## config.mk

```make
export PLATFORM = sky130hd
export DESIGN_NAME = preset_load_ctrl
export DESIGN_NICKNAME = d
export VERILOG_FILES = /design/src/rtl/preset_load_ctrl.sv
export SDC_FILE = /design/constraint.sdc
export NUM_CORES = 1
export LEC_CHECK = 0
export BUFFER_PORTS_ARGS = -buffer_cell sky130_fd_sc_hd__buf_2
export CORE_MARGIN = 4
export CORE_UTILIZATION = 45
export DETAILED_ROUTE_END_ITERATION = 8
export PLACE_DENSITY = 0.71
export SYNTH_ARGS = -nofsm -noshare
export SYNTH_HDL_FRONTEND = slang
export SYNTH_SLANG_ARGS = --single-unit
```

## constraint.sdc

```tcl
create_clock -name clk -period 2.2 [get_ports clk]
set_clock_uncertainty 0.2 [all_clocks]
set_input_delay 0.55 -clock clk [delete_from_list [all_inputs] [get_ports clk]]
set_output_delay 0.55 -clock clk [all_outputs]
set_load 0.005 [all_outputs]
```

## src/rtl/preset_load_ctrl.sv

```systemverilog
// Button front end for the loadable down-counter: synchronises and debounces
// up/down/go, steps a 3-bit preset and issues rate-limited single-cycle loads.
module preset_load_ctrl #(
   parameter int DB_CYCLES = 4,
   parameter int HOLDOFF   = 8
) (
   input  logic       clk,
   input  logic       reset,
   input  logic       btn_up,
   input  logic       btn_down,
   input  logic       btn_go,
   output logic [2:0] preset,
   output logic       load,
   output logic [2:0] din,
   output logic       busy
);

   localparam logic [7:0] DC_LAST   = 8'(DB_CYCLES - 1);
   localparam logic [7:0] HOLD_INIT = 8'(HOLDOFF);

   // Bit 0 = up, bit 1 = down, bit 2 = go.
   logic [2:0] raw;
   logic [2:0] s1;
   logic [2:0] s2;
   logic [2:0] db;
   logic [2:0] db_q;
   logic [2:0] press;
   logic [7:0] dc [3];
   logic [7:0] hold_cnt;
   logic       up_p;
   logic       down_p;
   logic       go_p;

   assign raw    = {btn_go, btn_down, btn_up};
   assign press  = db & ~db_q;
   assign up_p   = press[0];
   assign down_p = press[1];
   assign go_p   = press[2];

   always_ff @(posedge clk) begin
      if (reset) begin
         s1   <= '0;
         s2   <= '0;
         db   <= '0;
         db_q <= '0;
         for (int i = 0; i < 3; i++) dc[i] <= '0;
      end else begin
         s1   <= raw;
         s2   <= s1;
         db_q <= db;
         // The debounced level only follows s2 after DB_CYCLES consecutive disagreements.
         for (int i = 0; i < 3; i++) begin
            if (s2[i] == db[i]) begin
               dc[i] <= '0;
            end else if (dc[i] == DC_LAST) begin
               db[i] <= s2[i];
               dc[i] <= '0;
            end else begin
               dc[i] <= dc[i] + 8'd1;
            end
         end
      end
   end

   always_ff @(posedge clk) begin
      if (reset) begin
         preset   <= '0;
         load     <= 1'b0;
         din      <= '0;
         hold_cnt <= '0;
         busy     <= 1'b0;
      end else begin
         load <= 1'b0;
         // din captures the preset before any same-cycle up/down step lands.
         if (go_p && hold_cnt == 8'd0) begin
            load     <= 1'b1;
            din      <= preset;
            hold_cnt <= HOLD_INIT;
            busy     <= 1'b1;
         end else if (hold_cnt != 8'd0) begin
            hold_cnt <= hold_cnt - 8'd1;
            busy     <= (hold_cnt != 8'd1);
         end

         if (up_p && !down_p) begin
            preset <= preset + 3'd1;
         end else if (down_p && !up_p) begin
            preset <= preset - 3'd1;
         end
      end
   end

endmodule

```

==> results of run 1 <==
[worst paths after layout]
check                        endpoint  slack [ps]
setup / recovery  din[0]$_SDFFE_PP0P_         170
hold / removal       s2[2]$_SDFF_PP0_         250
setup reg to reg  din[0]$_SDFFE_PP0P_         170
hold reg to reg      s2[2]$_SDFF_PP0_         250
[worst max-delay path: stages (launching register included)]
cell and delay [ps]:
sky130_fd_sc_hd__dfxtp_1 350, sky130_fd_sc_hd__inv_1 100, sky130_fd_sc_hd__ha_1 240, sky130_fd_sc_hd__or3b_2 520, sky130_fd_sc_hd__nor3_2 330, sky130_fd_sc_hd__mux2i_1 230
[synth_stat cells (2+ instances only)]
master                     instances
sky130_fd_sc_hd__or3_1            15
sky130_fd_sc_hd__nor4_1            3
sky130_fd_sc_hd__o31ai_1           2
sky130_fd_sc_hd__a21oi_1          20
sky130_fd_sc_hd__mux2i_1           4
sky130_fd_sc_hd__or2_2             2
sky130_fd_sc_hd__nor2_1           16
sky130_fd_sc_hd__or3b_2            2
sky130_fd_sc_hd__nor3_1            2
sky130_fd_sc_hd__edfxtp_1         24
sky130_fd_sc_hd__dfxtp_1          28
sky130_fd_sc_hd__xor2_1           10
sky130_fd_sc_hd__o311ai_1          2
sky130_fd_sc_hd__ha_1              7
sky130_fd_sc_hd__o21ai_0          15
sky130_fd_sc_hd__clkbuf_1          4
sky130_fd_sc_hd__xnor2_1           4
sky130_fd_sc_hd__inv_1            13
sky130_fd_sc_hd__nand3_1          11
sky130_fd_sc_hd__or4_1             5
sky130_fd_sc_hd__o211ai_1          3
sky130_fd_sc_hd__nand2b_1          2
sky130_fd_sc_hd__nor2b_1          12
sky130_fd_sc_hd__nand4_1           6
sky130_fd_sc_hd__nand2_1          13
[cell type report]
type | instances | area (µm²) | area share, %
clock buffers | 7 | 86.3 | 3.07
clock inverters | 1 | 7.51 | 0.267
inverters | 13 | 48.8 | 1.74
multi-input cells | 193 | 1170 | 41.7
flip-flops and latches | 52 | 1280 | 45.6
well taps | 70 | 87.6 | 3.12
repair buffers | 21 | 128 | 4.54
[registers in the layout (all words and copies together) (netlist names)]
register  cells
s2            3
hold_cnt      8
din           3
s1            3
busy          1
load          1
dc           24
preset        3
db            3
db_q          3
[timing repair]
action / CTS / global route
hold endpoints to repair: 0 / 0
resized for setup: 0 / 1
setup endpoints to repair: 0 / 1
[cells in the final DEF (no fill, tap or decap), types with 13 or more instances in the layout]
master	count
sky130_fd_sc_hd__inv_1	13
sky130_fd_sc_hd__nor2_1	16
sky130_fd_sc_hd__nand2_1	13
sky130_fd_sc_hd__or3_1	15
sky130_fd_sc_hd__edfxtp_1	24
sky130_fd_sc_hd__a21oi_1	20
sky130_fd_sc_hd__dfxtp_1	28
sky130_fd_sc_hd__conb_1	24
sky130_fd_sc_hd__o21ai_0	15
[power by group]
group,internal (mW),switching [mW]
registers,1.11,0.112
logic,0.285,0.319
clock network,0.256,0.302
[layer usage]
metal	up-vias	global-route usage, %	part of all wire (%)
met1	841	18.4	49
met4	0	4.22	0.50
met5	-	0	0
met2	12	22.4	48
li1	941	-	-
met3	2	2.96	2.3
[kinds of logic after synthesis]
group / after synthesis
muxes: 4
AOI/OAI and AO/OA: 50
buffers and inverters: 18
and+or+nand+nor: 93
xor gates and xnor gates: 14
adders and majority gates: 8
other: 1
DFF: 52
==> summary.txt, run 1 <==
Hold path
  – Class of the tightest hold or removal check: reg -> reg
  – Start point of the worst hold path: s1[2]$_SDFF_PP0_
  – Number of stages on the worst hold path: 1

STA
  – Max-slew violations: 0
  – Final Hold Viols: 0
  – Final Worst Setup Slack: 172 ps
  – Achievable Freq: 493 MHz
  – Setup repair after global routing missed its margin: no
  – Crit path time final: 2030 ps
  – Share of the clock period used by the worst path: 92.2%
  – Sum of negative setup slack: 0 ps
  – Count of final setup violators: 0
  – Worst hold slack after final layout: 246 ps

Synth
  – Mean instance size in the synthesized netlist: 10.1 µm²
  – Compound-gate portion of the synthesized area: 12.2%
  – Number of instances in the synthesized netlist: 240
  – Synthesized-area fraction occupied by and/or/nand/nor cells: 21.1%
  – Share of the synthesized area in the top cell type: 29.6%
  – Number of flops mapped to enable cells by yosys: 24
  – Portion of netlist area occupied by mux cells: 1.65%
  – Post-synthesis instance area: 2430 µm²
  – Most used flip-flop cell after synthesis: sky130_fd_sc_hd__dfxtp_1
  – Post-synth ARST share: 0%
  – Top area cells in the synthesized netlist: sky130_fd_sc_hd__edfxtp_1 (30%), sky130_fd_sc_hd__dfxtp_1 (23%), sky130_fd_sc_hd__a21oi_1 (4.1%)
  – Count of unique library cells instantiated by Yosys: 40
  – Count of state elements after synthesis: 52
  – Synthesis warning total: 0
  – Dominant combinational cell family by area after synthesis: simple AND/OR/NAND/NOR gates
  – Post-synthesis sequential area ratio: 52.6%
  – Fraction of the mapped netlist area in adder cells: 4.42%
  – Library cell with the largest summed area after synthesis: sky130_fd_sc_hd__edfxtp_1
  – Xor and xnor fraction of the mapped netlist area: 5.04%

Pwr
  – Leak: 1.07 nW
  – Total power consumption of the routed design: 2.39 mW
  – Worst IR drop on VDD: 494 µV
  – PD cells: 849 nW/µm²

Route
  – First-pass iteration count of the detailed router: 4
  – DRC violations left: 0
  – Total detailed-routing wirelength: 3.97 mm
  – Detailed router's first-iteration violation count: 63
  – Average via count per standard cell: 5.03
  – Antenna-violating nets left: 0
  – WL/cell: 11.1 µm
  – Detailed-route via count: 1796

Place
  – Quantity of I/O buffers inserted on ports: 12
  – Final weighted congestion in routability-driven placement: 0.845
  – Worst setup timing slack at the placement stage: 161 ps
  – Cell area after placement: 2720 µm²
  – Placed wire-length estimate: 3.02 mm
  – Cell Count Post-Placement: 349

Critical path
  – WS Path Type: reg -> reg
  – Type of destination of the critical path: flop
  – RR Startpoint: hold_cnt[0]$_SDFFE_PP0P_
  – Beginning of the critical path: hold_cnt[0]$_SDFFE_PP0P_
  – Reg2Reg Depth: 5
  – Arr. time, crit path: 2060 ps
  – Data required, critical path: 2230 ps
  – Crit start category: flop
  – CP Max Fanout: 6

Floorplan
  – Total core area: 5170 µm²
  – Total Die Area: 6650 µm²
  – Floorplan die height: 81.5 µm
  – Initial Utilization: 47.0%
  – Number of rows created at floorplan: 26
  – Width of the chip: 81.5 µm
  – Number of top-level pins: 13

Clocking
  – Clock net sink count: 52
  – Buffers inserted by post-CTS timing repair: 0
  – Clock transition at the register clock pins on the worst setup and hold paths after CTS: 90 ps
  – Cell at the root of the clock tree: sky130_fd_sc_hd__clkbuf_8
  – Clock latency reported for the late side of the worst-skew pair: 290 ps
  – TritonCTS clock tree: built
  – Level count of the clock H-tree: 2
  – TritonCTS Buffers: 5
  – Number of hold buffers added after CTS: 0
  – Clock Path Buffers: 2

Global route
  – All-layer global routing usage: 13.8%
  – Initial antenna violation count: 0
  – Overall overflow remaining after global route: 0
  – Largest net degree at the start of global routing: 22
  – Wire length of the first global-routing pass: 7.25 mm
  – Via count of the first global-routing pass: 1723

Final layout
  – Post-layout net count: 299
  – Fraction of final layout cells with drive strength greater than 1: 11.8%
  – FILL cells: 461
  – Area growth syn-to-layout: 15.5%
  – Utilization of the core after routing: 54.4%
  – Post-route standard cell area excluding fillers: 2810 µm²
  – Number of standard cells in the layout, taps in and fillers out: 357
  – Diode count: 0

Run
  – Max-cap violation count: 0

Status
  – Result of the run: finished clean
Power figures use the tool's default switching activity.
==> inputs of run 2 (changes only) <==
Settings changed: RECOVER_POWER from default to 50.
==> run 2 against run 1 <==
Compared with the run above:
- flip-flop and latch count is the same
- setup slack lost 6.8 ps
- global-route usage is the same
- clock-buffer cell count is the same
- routed wire length shrank 0.13%
- combinational power shrank 3%
- cell count is the same
- register-to-register slack is essentially flat
- critical endpoint is now preset[2]$_SDFFE_PP0P_
- largest cell class unchanged
==> summary.txt, run 2 (synthesis results as in run 1) <==
Status
  – Result of the run: finished clean

Clocking
  – Clock net sink count: 52 (unchanged)
  – TritonCTS clock tree: built
  – Level count of the clock H-tree: 2 (unchanged)
  – TritonCTS Buffers: 5 (unchanged)
  – Clock latency reported for the late side of the worst-skew pair: 290 ps (about the same)
  – Clock transition at the register clock pins on the worst setup and hold paths after CTS: 90 ps (about the same)
  – Clock Path Buffers: 2 (unchanged)
  – Cell at the root of the clock tree: sky130_fd_sc_hd__clkbuf_8
  – Number of hold buffers added after CTS: 0 (unchanged)
  – Count of cells resized by post-cts repair: 0 (unchanged)
  – Buffers inserted by post-CTS timing repair: 0 (unchanged)

STA
  – Max-slew violations: 0 (unchanged)
  – Sum of negative setup slack: 0 ps (unchanged)
  – Slew at the pin closest to its max-slew limit: 915 ps
  – Final Hold Viols: 0 (unchanged)
  – Share of the clock period used by the worst path: 92.5% (+0.31 points)
  – Achievable Freq: 492 MHz (-0.33%)
  – Crit path time final: 2030 ps (+6.77 ps)
  – Count of final setup violators: 0 (unchanged)
  – Max transition margin: 39.0%
  – Setup repair after global routing missed its margin: no

Route
  – DRC violations left: 0 (unchanged)
  – WL/cell: 11.1 µm (-0.13%)
  – Average via count per standard cell: 5.01 (-0.33%)
  – First-pass iteration count of the detailed router: 4 (unchanged)
  – Detailed router's first-iteration violation count: 52 (-17%)
  – Antenna-violating nets left: 0 (unchanged)
  – Detailed-route via count: 1790 (-0.33%)
  – Total detailed-routing wirelength: 3.96 mm (-0.13%)

Critical path
  – Slowest-stage cell, CP: sky130_fd_sc_hd__dfxtp_1
  – Crit start category: flop
  – RR Endpoint: preset[2]$_SDFFE_PP0P_
  – Type of destination of the critical path: flop
  – WS Path Type: reg -> reg
  – RR Startpoint: db[0]$_SDFFE_PP0P_
  – Cell breakdown of the critical path: nor2b_1 > ha_1 > inv_1 > fa_1 > xor2_1 > or3_1 > a21oi_1
  – CP Max Fanout: 4 (-2)
  – Highest cell delay on the worst timing path: 370 ps (-150 ps)
  – Arr. time, crit path: 2050 ps (about the same)
  – Reg2reg setup slack: 170 ps (about the same)
  – Data required, critical path: 2220 ps (about the same)
  – Reg2Reg Depth: 7 (+2)

Floorplan
  – Floorplan die height: 81.5 µm (unchanged)
  – Total Die Area: 6650 µm² (unchanged)
  – Number of rows created at floorplan: 26 (unchanged)
  – Initial Utilization: 47.0% (unchanged)
  – Number of top-level pins: 13 (unchanged)
  – Total core area: 5170 µm² (unchanged)
  – Width of the chip: 81.5 µm (unchanged)

Final layout
  – Utilization of the core after routing: 54.0% (-0.39 points)
  – Area growth syn-to-layout: 14.7%
  – Diode count: 0 (unchanged)
  – Post-layout net count: 299 (unchanged)
  – Fraction of final layout cells with drive strength greater than 1: 9.06% (-2.8 points)
  – Flip-flop count of the largest register, all copies and words added: 24 (unchanged)
  – Most common cell after layout, fill and taps aside: sky130_fd_sc_hd__dfxtp_1
  – Register bank with the most flops: dc
  – Largest registers: dc: 24 flops, hold_cnt: 8 flops
  – Commonest cells after routing, fill and taps aside: sky130_fd_sc_hd__dfxtp_1 (28), sky130_fd_sc_hd__edfxtp_1 (24), sky130_fd_sc_hd__conb_1 (24), sky130_fd_sc_hd__a21oi_1 (20), sky130_fd_sc_hd__nor2_1 (16)

Place
  – Final weighted congestion in routability-driven placement: 0.845 (unchanged)
  – Quantity of I/O buffers inserted on ports: 12 (unchanged)
  – Placed wire-length estimate: 3.02 mm (unchanged)

Pwr
  – Worst IR drop on VDD: 469 µV (-5.1%)
  – Leak: 1.03 nW (-2.9%)
  – PD cells: 848 nW/µm² (-0.20%)

Run
  – Max-cap violation count: 0 (unchanged)

Hold path
  – Start point of the worst hold path: s1[1]$_SDFF_PP0_
  – Class of the tightest hold or removal check: reg -> reg
  – Number of stages on the worst hold path: 1 (unchanged)
  – Hold endpoint: s2[1]$_SDFF_PP0_

Global route
  – Wire length of the first global-routing pass: 7.25 mm (unchanged)
  – All-layer global routing usage: 13.8% (unchanged)
  – Overall overflow remaining after global route: 0 (unchanged)
  – Initial antenna violation count: 0 (unchanged)
  – Via count of the first global-routing pass: 1723 (unchanged)
  – Largest net degree at the start of global routing: 22 (unchanged)
run 2: worst max path at each step:
stage                           startpoint                     end  depth (start not counted)
floorplan           dc[1][0]$_SDFFCE_PN0P_  dc[1][2]$_SDFFCE_PN0P_                          4
global placement    dc[1][0]$_SDFFCE_PN0P_  dc[1][6]$_SDFFCE_PN0P_                          5
detailed placement  dc[1][0]$_SDFFCE_PN0P_  dc[1][7]$_SDFFCE_PN0P_                          5
CTS                     db[0]$_SDFFE_PP0P_  preset[2]$_SDFFE_PP0P_                          7
global route        dc[1][0]$_SDFFCE_PN0P_  dc[1][6]$_SDFFCE_PN0P_                          5
finish                  db[0]$_SDFFE_PP0P_  preset[2]$_SDFFE_PP0P_                          7
run 2: area by class of cell:
cell class	count	area [µm²]
clock buffers	7	86.3
clock inverters	1	7.51
fillers	466	2380
inverters	13	48.8
multi-input cells	193	1170
flip-flops and latches	52	1280
well taps	70	87.6
repair buffers	21	108
run 2: through the flow:
stage                     power, mW  cell area [µm²]  worst slack (ps)  std cells  hold slack (ps)
after floorplan                1.68             2520               239        263              214
after global placement         1.84             2720               193        349              217
after detailed placement       1.85             2720               161        349              229
after CTS                      2.41             2810               151        357              249
after global routing           2.55             2790              31.2        357              252
final                          2.37             2790               165        357              246
run 2: worst max-delay path: cells and delay by family (launching register included):
kind | cells | cell delay, ps
XOR/XNOR | 1 | 150
adder cells (fa/ha/maj) | 2 | 550
AND/OR/NAND/NOR | 2 | 460
AO/OA/AOI/OAI | 1 | 170
flip-flops | 1 | 370
buffers and inverters | 1 | 60
run 2: where the power goes:
part	switching, mW	leakage [nW]	total [mW]	internal (mW)
logic	0.318	0.514	0.586	0.268
registers	0.114	0.476	1.23	1.11
clock network	0.297	0.0445	0.553	0.256
total	0.729	1.03	2.37	1.64
run 2: metal layers:
layer	wire (µm)	share of wire [%]	vias up	GRT usage, %
met2	1870	47	21	22.4
met5	0	0	-	0
li1	-	-	936	-
met3	125	3.2	2	2.96
met1	1950	49	831	18.4
met4	20	0.50	0	4.22
